===== config.mk =====
export PLATFORM = sky130hd
export DESIGN_NAME = uart_receiver
export DESIGN_NICKNAME = d
export VERILOG_FILES = /design/src/rtl/uart_receiver.sv
export SDC_FILE = /design/constraint.sdc
export NUM_CORES = 1
export LEC_CHECK = 0
export CAP_MARGIN = 5
export CORE_MARGIN = 1.5
export CORE_UTILIZATION = 45
export CTS_BUF_LIST = sky130_fd_sc_hd__clkbuf_4 sky130_fd_sc_hd__clkbuf_8 sky130_fd_sc_hd__clkbuf_16
export DETAILED_ROUTE_END_ITERATION = 12
export PLACE_DENSITY = 0.67
export SLEW_MARGIN = 10
export SYNTH_ARGS = -nofsm -noshare
export SYNTH_HDL_FRONTEND = slang
export SYNTH_SLANG_ARGS = --single-unit

===== constraint.sdc =====
create_clock -name clock -period 1.8 [get_ports clock]
set_input_delay 0.36 -clock clock [delete_from_list [all_inputs] [get_ports clock]]
set_output_delay 0.36 -clock clock [all_outputs]
set_load 0.02 [all_outputs]

===== src/rtl/uart_receiver.sv =====
// rtl/uart_receiver.sv - 8N1 UART deframer with a single-entry valid/ready output buffer
module uart_receiver #(
    parameter int TICKS_PER_BAUD = 4
) (
    input  logic       clock,
    input  logic       reset_n,
    input  logic       rx_i,
    output logic [7:0] data_o,
    output logic       valid_o,
    input  logic       ready_i,
    output logic       framing_error_o,
    output logic       overrun_o,
    output logic       busy_o
);

    localparam int CW = (TICKS_PER_BAUD > 1) ? $clog2(TICKS_PER_BAUD) : 1;
    localparam logic [CW-1:0] HALF_M1 = CW'(TICKS_PER_BAUD / 2 - 1);
    localparam logic [CW-1:0] FULL_M1 = CW'(TICKS_PER_BAUD - 1);

    typedef enum logic [2:0] {
        S_IDLE,
        S_START,
        S_DATA,
        S_STOP,
        S_BREAK
    } state_t;

    state_t        state_q, state_d;
    logic [CW-1:0] tick_q, tick_d;
    logic [2:0]    bit_q, bit_d;
    logic [7:0]    shift_q, shift_d;
    logic          sync1_q, rx_s_q;
    logic [7:0]    data_q, data_d;
    logic          valid_q, valid_d;
    logic          fe_q, fe_d;
    logic          ovr_q, ovr_d;
    logic          byte_done;
    logic          frame_err;

    always_ff @(posedge clock or negedge reset_n) begin
        if (!reset_n) begin
            sync1_q <= 1'b1;
            rx_s_q  <= 1'b1;
            state_q <= S_IDLE;
            tick_q  <= '0;
            bit_q   <= '0;
            shift_q <= '0;
            data_q  <= '0;
            valid_q <= 1'b0;
            fe_q    <= 1'b0;
            ovr_q   <= 1'b0;
        end else begin
            sync1_q <= rx_i;
            rx_s_q  <= sync1_q;
            state_q <= state_d;
            tick_q  <= tick_d;
            bit_q   <= bit_d;
            shift_q <= shift_d;
            data_q  <= data_d;
            valid_q <= valid_d;
            fe_q    <= fe_d;
            ovr_q   <= ovr_d;
        end
    end

    // Tick counter restarts at every sample point so each sample lands mid-bit.
    always_comb begin
        state_d   = state_q;
        tick_d    = tick_q + CW'(1);
        bit_d     = bit_q;
        shift_d   = shift_q;
        byte_done = 1'b0;
        frame_err = 1'b0;
        case (state_q)
            S_IDLE: begin
                tick_d = '0;
                if (!rx_s_q) state_d = S_START;
            end
            S_START: begin
                if (tick_q == HALF_M1) begin
                    tick_d = '0;
                    if (rx_s_q) begin
                        state_d = S_IDLE;
                    end else begin
                        state_d = S_DATA;
                        bit_d   = 3'd0;
                    end
                end
            end
            S_DATA: begin
                if (tick_q == FULL_M1) begin
                    tick_d  = '0;
                    shift_d = {rx_s_q, shift_q[7:1]};
                    bit_d   = bit_q + 3'd1;
                    if (bit_q == 3'd7) state_d = S_STOP;
                end
            end
            S_STOP: begin
                if (tick_q == FULL_M1) begin
                    tick_d = '0;
                    if (rx_s_q) begin
                        byte_done = 1'b1;
                        state_d   = S_IDLE;
                    end else begin
                        frame_err = 1'b1;
                        state_d   = S_BREAK;
                    end
                end
            end
            S_BREAK: begin
                tick_d = '0;
                if (rx_s_q) state_d = S_IDLE;
            end
            default: begin
                tick_d  = '0;
                state_d = S_IDLE;
            end
        endcase
    end

    // A drain and a load may coincide; the load wins and valid stays high.
    always_comb begin
        data_d  = data_q;
        valid_d = valid_q;
        fe_d    = frame_err;
        ovr_d   = 1'b0;
        if (valid_q && ready_i) valid_d = 1'b0;
        if (byte_done) begin
            if (!valid_q || ready_i) begin
                valid_d = 1'b1;
                data_d  = shift_q;
            end else begin
                ovr_d = 1'b1;
            end
        end
    end

    assign data_o          = data_q;
    assign valid_o         = valid_q;
    assign framing_error_o = fe_q;
    assign overrun_o       = ovr_q;
    assign busy_o          = (state_q != S_IDLE);

endmodule


==> metrics.cfg, run 1 <==
[cts]
cts_tree = done
clock_path_buffers = 2
cts.sinks = 29
htree_levels = 2
cts_root_buffer = clkbuf_4
clk_pin_slew_ps = 90
post_cts_buffers = 0
ctsHoldBuffers = 0
clk_latency_ps = 310
cts_made_buffers = 5

[setup_path]
r2r_cells = 3
path_delay_family = flip-flops
path_cells = or3_1 -> clkdlybuf4s15_1
path_class = flop to output port
cp.depth = 2
cp.required_ps = 1440
r2r_end = shift_q[5]
critPathArrivalTime_ps = 1340
critPathMaxStageDelay_ps = 390
cp_max_fo = 2
crit_end = busy_o
timing.reg2reg.setup_slack_ps = 240
cp-start-kind = flop
startpoint = state_q[2]
crit_buf_inv = 1
slowest_stage = dfrtp_1
end_kind = output port
reg2reg_from = state_q[0]

[finish]
instances_no_fill = 152
antenna_cells = 0
drive_gt1_share_pct = 30.6
final_nets = 129
areaGrowthSynthToFinish_pct = 22.4

[placement]
pre_cts_ws_ps = 189
place.gp.congestion = 0.699
hpwl_mm = 1.41
post-place-cells = 144
port_buffers = 15

[global_route]
grt_first_pass_wirelength_mm = 3.70
grt_max_degree = 30
antenna_found_initial = 0
grt_overflow = 0
grt_pass1_vias = 809
grtUsageTotal_pct = 15.7

[yosys]
yosys_warnings = 0
synth_cells = 98
syn_nets = 107
async_flop_share_pct = 100
yosys-top-cells-area = dfrtp_1, mux2_2, ha_1
ys.flop_type = dfrtp_1
yosysTopAreaCellShare_pct = 53.5
synth_largest_area_cell = dfrtp_1
synth_edf_count = 0
synth_seq_cells = 29
synth_area_sq_um = 1260
synthDistinctLibCells = 28
syn_area_per_cell_sq_um = 12.9
seq_area_frac_synth_pct = 57.7

[power]
leakagePower_nw = 0.740
switching_power_uw = 544
seqPwrFrac_pct = 44.2
p_per_area_nw_per_um2 = 1230
netSwitchingFraction_pct = 28.6
clock_power_share_pct = 29.4
internal-power_mw = 1.36
finalPower_mw = 1.90
power_frac_comb_pct = 26.4
vdd_drop_max_v = 0.000868

[timing]
min_period_ps = 1700
hold_viol_final = 0
fin_tns_setup_ps = 0
max_freq_ghz = 0.589
setup_viol = 0
relSlewSlack_pct = 75.8
finalCritPeriodShare_pct = 94.2
grt_setup_unrepaired = false
drv_slew = 0
tightest_slew_ps = 363
skew_ps = 7.08
fin_ws_ps = 104

[floorplan]
rows = 19
num_io_pins = 16
fp.dieH_um = 56.0
die_x_um = 56.0
initial_core_util_pct = 46.6
die_area_sq_um = 3130
core_area_sq_um = 2710

[route]
drcViolationCount = 0
dr_total_vias = 781
avgViaCountPerCell = 5.14
first_pass_iters = 4
drt_iter0_drc = 8
avgRoutedWirePerCell_um = 13.5
ant_nets = 0
wirelength_mm = 2.06

[status]
status = finished clean

[hold_path]
hold_path.class = flop to flop
hold_depth = 0

[job]
max_cap_viol_count = 0

cells in the mapped netlist (2+ instances only):
master / n
a21oi_1: 7
dfrtp_1: 27
dfstp_2: 2
ha_1: 5
inv_1: 5
mux2_2: 18
nand2_1: 7
nor2_1: 5
nor3_1: 2
o21ai_0: 2
layer usage:
metal | global-route usage (%) | vias to the layer above | part of all wire [%]
li1 | - | 383 | -
met1 | 19.0 | 384 | 44
met2 | 24.9 | 12 | 51
met3 | 6.74 | 2 | 4.0
met4 | 6.12 | 0 | 0.73
met5 | 0 | - | 0
cells by family after synthesis:
group           after synthesis  share of synthesized area, %
compound gates               11                          4.66
xor+xnor                      1                         0.694
fa+ha+maj                     5                          4.96
buf+inv                      10                          4.06
flops                        29                          57.7
mux                          18                          16.1
simple gates                 24                          11.9
sequential cells by signal (all words and copies together), names as in the netlist:
name / cells
state_q: 3
bit_q: 3
shift_q: 8
data_o: 8
tick_q: 2
framing_error_o: 1
overrun_o: 1
valid_o: 1
rx_s_q: 1
sync1_q: 1
cell type report:
class	instances	area, sq um
Clock buffer	7	58.8
Timing Repair Buffer	20	188
Fill cell	244	1160
Clock inverter	1	30.0
Sequential cell	29	728
Tap cell	31	38.8
Multi-Input combinational cell	59	483
Inverter	5	18.8
worst min path at each step:
| stage | slack (ps) | start | to |
|---|---|---|---|
| 6_report | 360 | sync1_q | rx_s_q |
| 5_1_grt | 360 | sync1_q | rx_s_q |
| 4_1_cts | 360 | sync1_q | rx_s_q |
| 3_5_place_dp | 350 | sync1_q | rx_s_q |
| 3_3_place_gp | 350 | sync1_q | rx_s_q |
| 2_1_floorplan | 60 | reset_n | bit_q[0] |
cell usage in the layout (no fill, tap or decap):
| cell type | n |
|---|---|
| mux2_2 | 18 |
| dfstp_2 | 2 |
| nand4bb_1 | 1 |
| nand3_4 | 1 |
| a211oi_1 | 1 |
| nand2_1 | 7 |
| nor2b_1 | 1 |
| o22ai_1 | 1 |
| inv_1 | 5 |
| and4bb_2 | 1 |
| buf_4 | 5 |
| nand2b_1 | 1 |
| nand3b_1 | 1 |
| o21ai_0 | 2 |
| a21oi_1 | 7 |
| and4b_2 | 1 |
| bufinv_16 | 1 |
| nor2_1 | 5 |
| nor3_1 | 2 |
| or3_1 | 1 |
| xor2_1 | 1 |
| clkdlybuf4s15_1 | 1 |
| nor3b_1 | 1 |
| clkbuf_4 | 6 |
| dfrtp_1 | 27 |
| clkbuf_8 | 1 |
| clkdlybuf4s50_1 | 14 |
| ha_1 | 5 |
| or3b_2 | 1 |
power groups by stage:
stage	combinational, mW	clock [mW]	sequential (mW)
after detailed placement	0.516	0	0.858
after floorplan	0.347	0	0.852
after global placement	0.495	0	0.848
after global routing	0.564	0.611	0.858
after CTS	0.506	0.583	0.846
final	0.502	0.560	0.843
per-stage QoR:
step | hold WS, ps | util (%) | cell area (sq um)
floorplan | 64.4 | - | 1260
global placement | 346 | 53.7 | 1460
detailed placement | 348 | 53.7 | 1460
CTS | 361 | 57.0 | 1540
global route | 364 | 57.0 | 1550
finish | 359 | 57.0 | 1550
timing repair:
action | 4_1_cts | 5_1_grt
resized for setup | 1 | 1
cloned | 0 | 0
setup endpoints to repair | 1 | 1
pin swaps | 0 | 0
Note: power is estimated with default switching activity, not from simulation.
==> run 2: changes to the inputs <==
Settings changed: MAX_ROUTING_LAYER set to met4.
==> results of run 2 <==
No change in the layout: final DEF, timing and power equal those of run 1.
Main changes from that run: final weighted congestion in routability-driven placement 0.699 -> 0.707; overall routing resource usage 15.7% -> 16.2%
==> run 3: changes to the inputs <==
Settings changed: ABC_AREA set to 0, CORE_UTILIZATION 45 to 40, PLACE_DENSITY 0.67 to unset.
==> metrics.cfg, run 3 (synthesis results as in run 1) <==
[status]
status = finished clean

[floorplan]
die_x_um = 59.2
initial_core_util_pct = 41.7
num_io_pins = 16
core_area_sq_um = 3030
die_area_sq_um = 3500
fp.dieH_um = 59.2
rows = 20

[finish]
drive_gt1_share_pct = 30.6
final_nets = 129
mostFrequentLayoutCells = dfrtp_1, mux2_2, clkdlybuf4s50_1
areaGrowthSynthToFinish_pct = 21.4
antenna_cells = 0
final_common_cell = dfrtp_1

[setup_path]
critPathArrivalTime_ps = 1360
cp-start-kind = flop
timing.reg2reg.setup_slack_ps = 230
path_class = flop to output port
r2r_end = data_o[0]
path_cells = or3_1 -> clkdlybuf4s15_1
path_delay_family = flip-flops
crit_buf_inv = 1
cp_max_fo = 2
slowest_stage = dfrtp_1
r2r_cells = 4
cp.required_ps = 1440
reg2reg_from = tick_q[0]
startpoint = state_q[2]
critPathMaxStageDelay_ps = 390
cp.depth = 2
end_kind = output port
crit_end = busy_o

[power]
leakagePower_nw = 0.727
power_frac_comb_pct = 28.8
clock_power_share_pct = 23.2
netSwitchingFraction_pct = 30.5
switching_power_uw = 533
finalPower_mw = 1.75
p_per_area_nw_per_um2 = 1140
internal-power_mw = 1.22
seqPwrFrac_pct = 48.0
vdd_drop_max_v = 0.000526

[route]
avgViaCountPerCell = 4.63
drt_iter0_drc = 21
dr_total_vias = 764
avgRoutedWirePerCell_um = 12.0
wirelength_mm = 1.98
first_pass_iters = 4
drcViolationCount = 0
ant_nets = 0

[timing]
fin_ws_ps = 77.2
max_freq_ghz = 0.580
hold_viol_final = 0
skew_ps = 5.79
finalCritPeriodShare_pct = 95.7
fin_tns_setup_ps = 0
tightest_slew_ps = 358
drv_slew = 0
setup_viol = 0
grt_setup_unrepaired = false
fin_hold_ws_ps = 354
relSlewSlack_pct = 76.1
min_period_ps = 1720

[global_route]
antenna_found_initial = 0
grt_overflow = 0
grtUsageTotal_pct = 14.0
grt_max_degree = 30
grt_first_pass_wirelength_mm = 3.37
grt_pass1_vias = 748

[cts]
clk_latency_ps = 320
htree_levels = 2
clock_path_buffers = 2
cts.sinks = 29
cts_made_buffers = 5
cts_root_buffer = clkbuf_4
clk_pin_slew_ps = 80
cts_tree = done

[placement]
port_buffers = 15
hpwl_mm = 1.31
place.gp.congestion = 0.758
pre_cts_ws_ps = 173

[hold_path]
hold_path.class = flop to flop

[job]
max_cap_viol_count = 0

==> run 3: cell types whose count changed in the layout (fill, tap and decap cells not counted) <==
cell / change
clkbuf_4: +2
bufinv_16: -1
clkbuf_8: -1
==> run 3: timing repair <==
| action | 4_1_cts | 5_1_grt |
|---|---|---|
| setup buffers | 0 | 0 |
| endpoints found under the setup margin | 1 | 1 |
| gates resized for setup | 1 | 1 |
| pin swaps | 0 | 0 |
| hold buffers | 0 | 0 |
==> run 3: worst reg2reg max path, delay by kind of cell (launching register included) <==
family / cells / cell delay, ps
adders and majority gates: 1 / 250
DFF: 1 / 430
muxes: 1 / 350
and+or+nand+nor: 2 / 440
==> run 3: power by group through the flow <==
stage / registers, mW / clock network [mW] / logic [mW]
detailed placement: 0.856 / 0 / 0.514
finish: 0.840 / 0.405 / 0.504
floorplan: 0.852 / 0 / 0.347
global route: 0.854 / 0.455 / 0.566
CTS: 0.843 / 0.426 / 0.507
global placement: 0.848 / 0 / 0.500
==> run 3: final cells by class <==
type                    instances  area [sq um]
flip-flops and latches         29           728
fillers                       283          1500
clock buffers                   8          60.1
well taps                      44          55.1
multi-input cells              59           483
repair buffers                 20           188
inverters                       5          18.8
==> run 3: routing by layer <==
metal  wire length, um  track usage, %  vias to the layer above
met5                 0               -                        -
met4                10            6.82                        0
met3               102            6.99                        2
met2               974            20.3                       12
met1               888            16.2                      374
li1                  -               -                      376
==> run 3: metrics by stage <==
| step | instances | util, % | cell area [sq um] |
|---|---|---|---|
| final | 165 | 50.6 | 1530 |
| after floorplan | 98 | - | 1260 |
| after CTS | 165 | 50.6 | 1530 |
| after detailed placement | 157 | 48.6 | 1470 |
| after global routing | 165 | 50.6 | 1530 |
| after global placement | 157 | 48.6 | 1470 |
==> run 3: worst min path at each step <==
| stage | from | to | slack [ps] | cells after the start |
|---|---|---|---|---|
| 2_1_floorplan | reset_n | bit_q[0] | 60 | 0 |
| 3_3_place_gp | sync1_q | rx_s_q | 350 | 0 |
| 3_5_place_dp | sync1_q | rx_s_q | 350 | 0 |
| 4_1_cts | sync1_q | rx_s_q | 350 | 0 |
| 5_1_grt | sync1_q | rx_s_q | 360 | 0 |
| 6_report | sync1_q | rx_s_q | 350 | 0 |
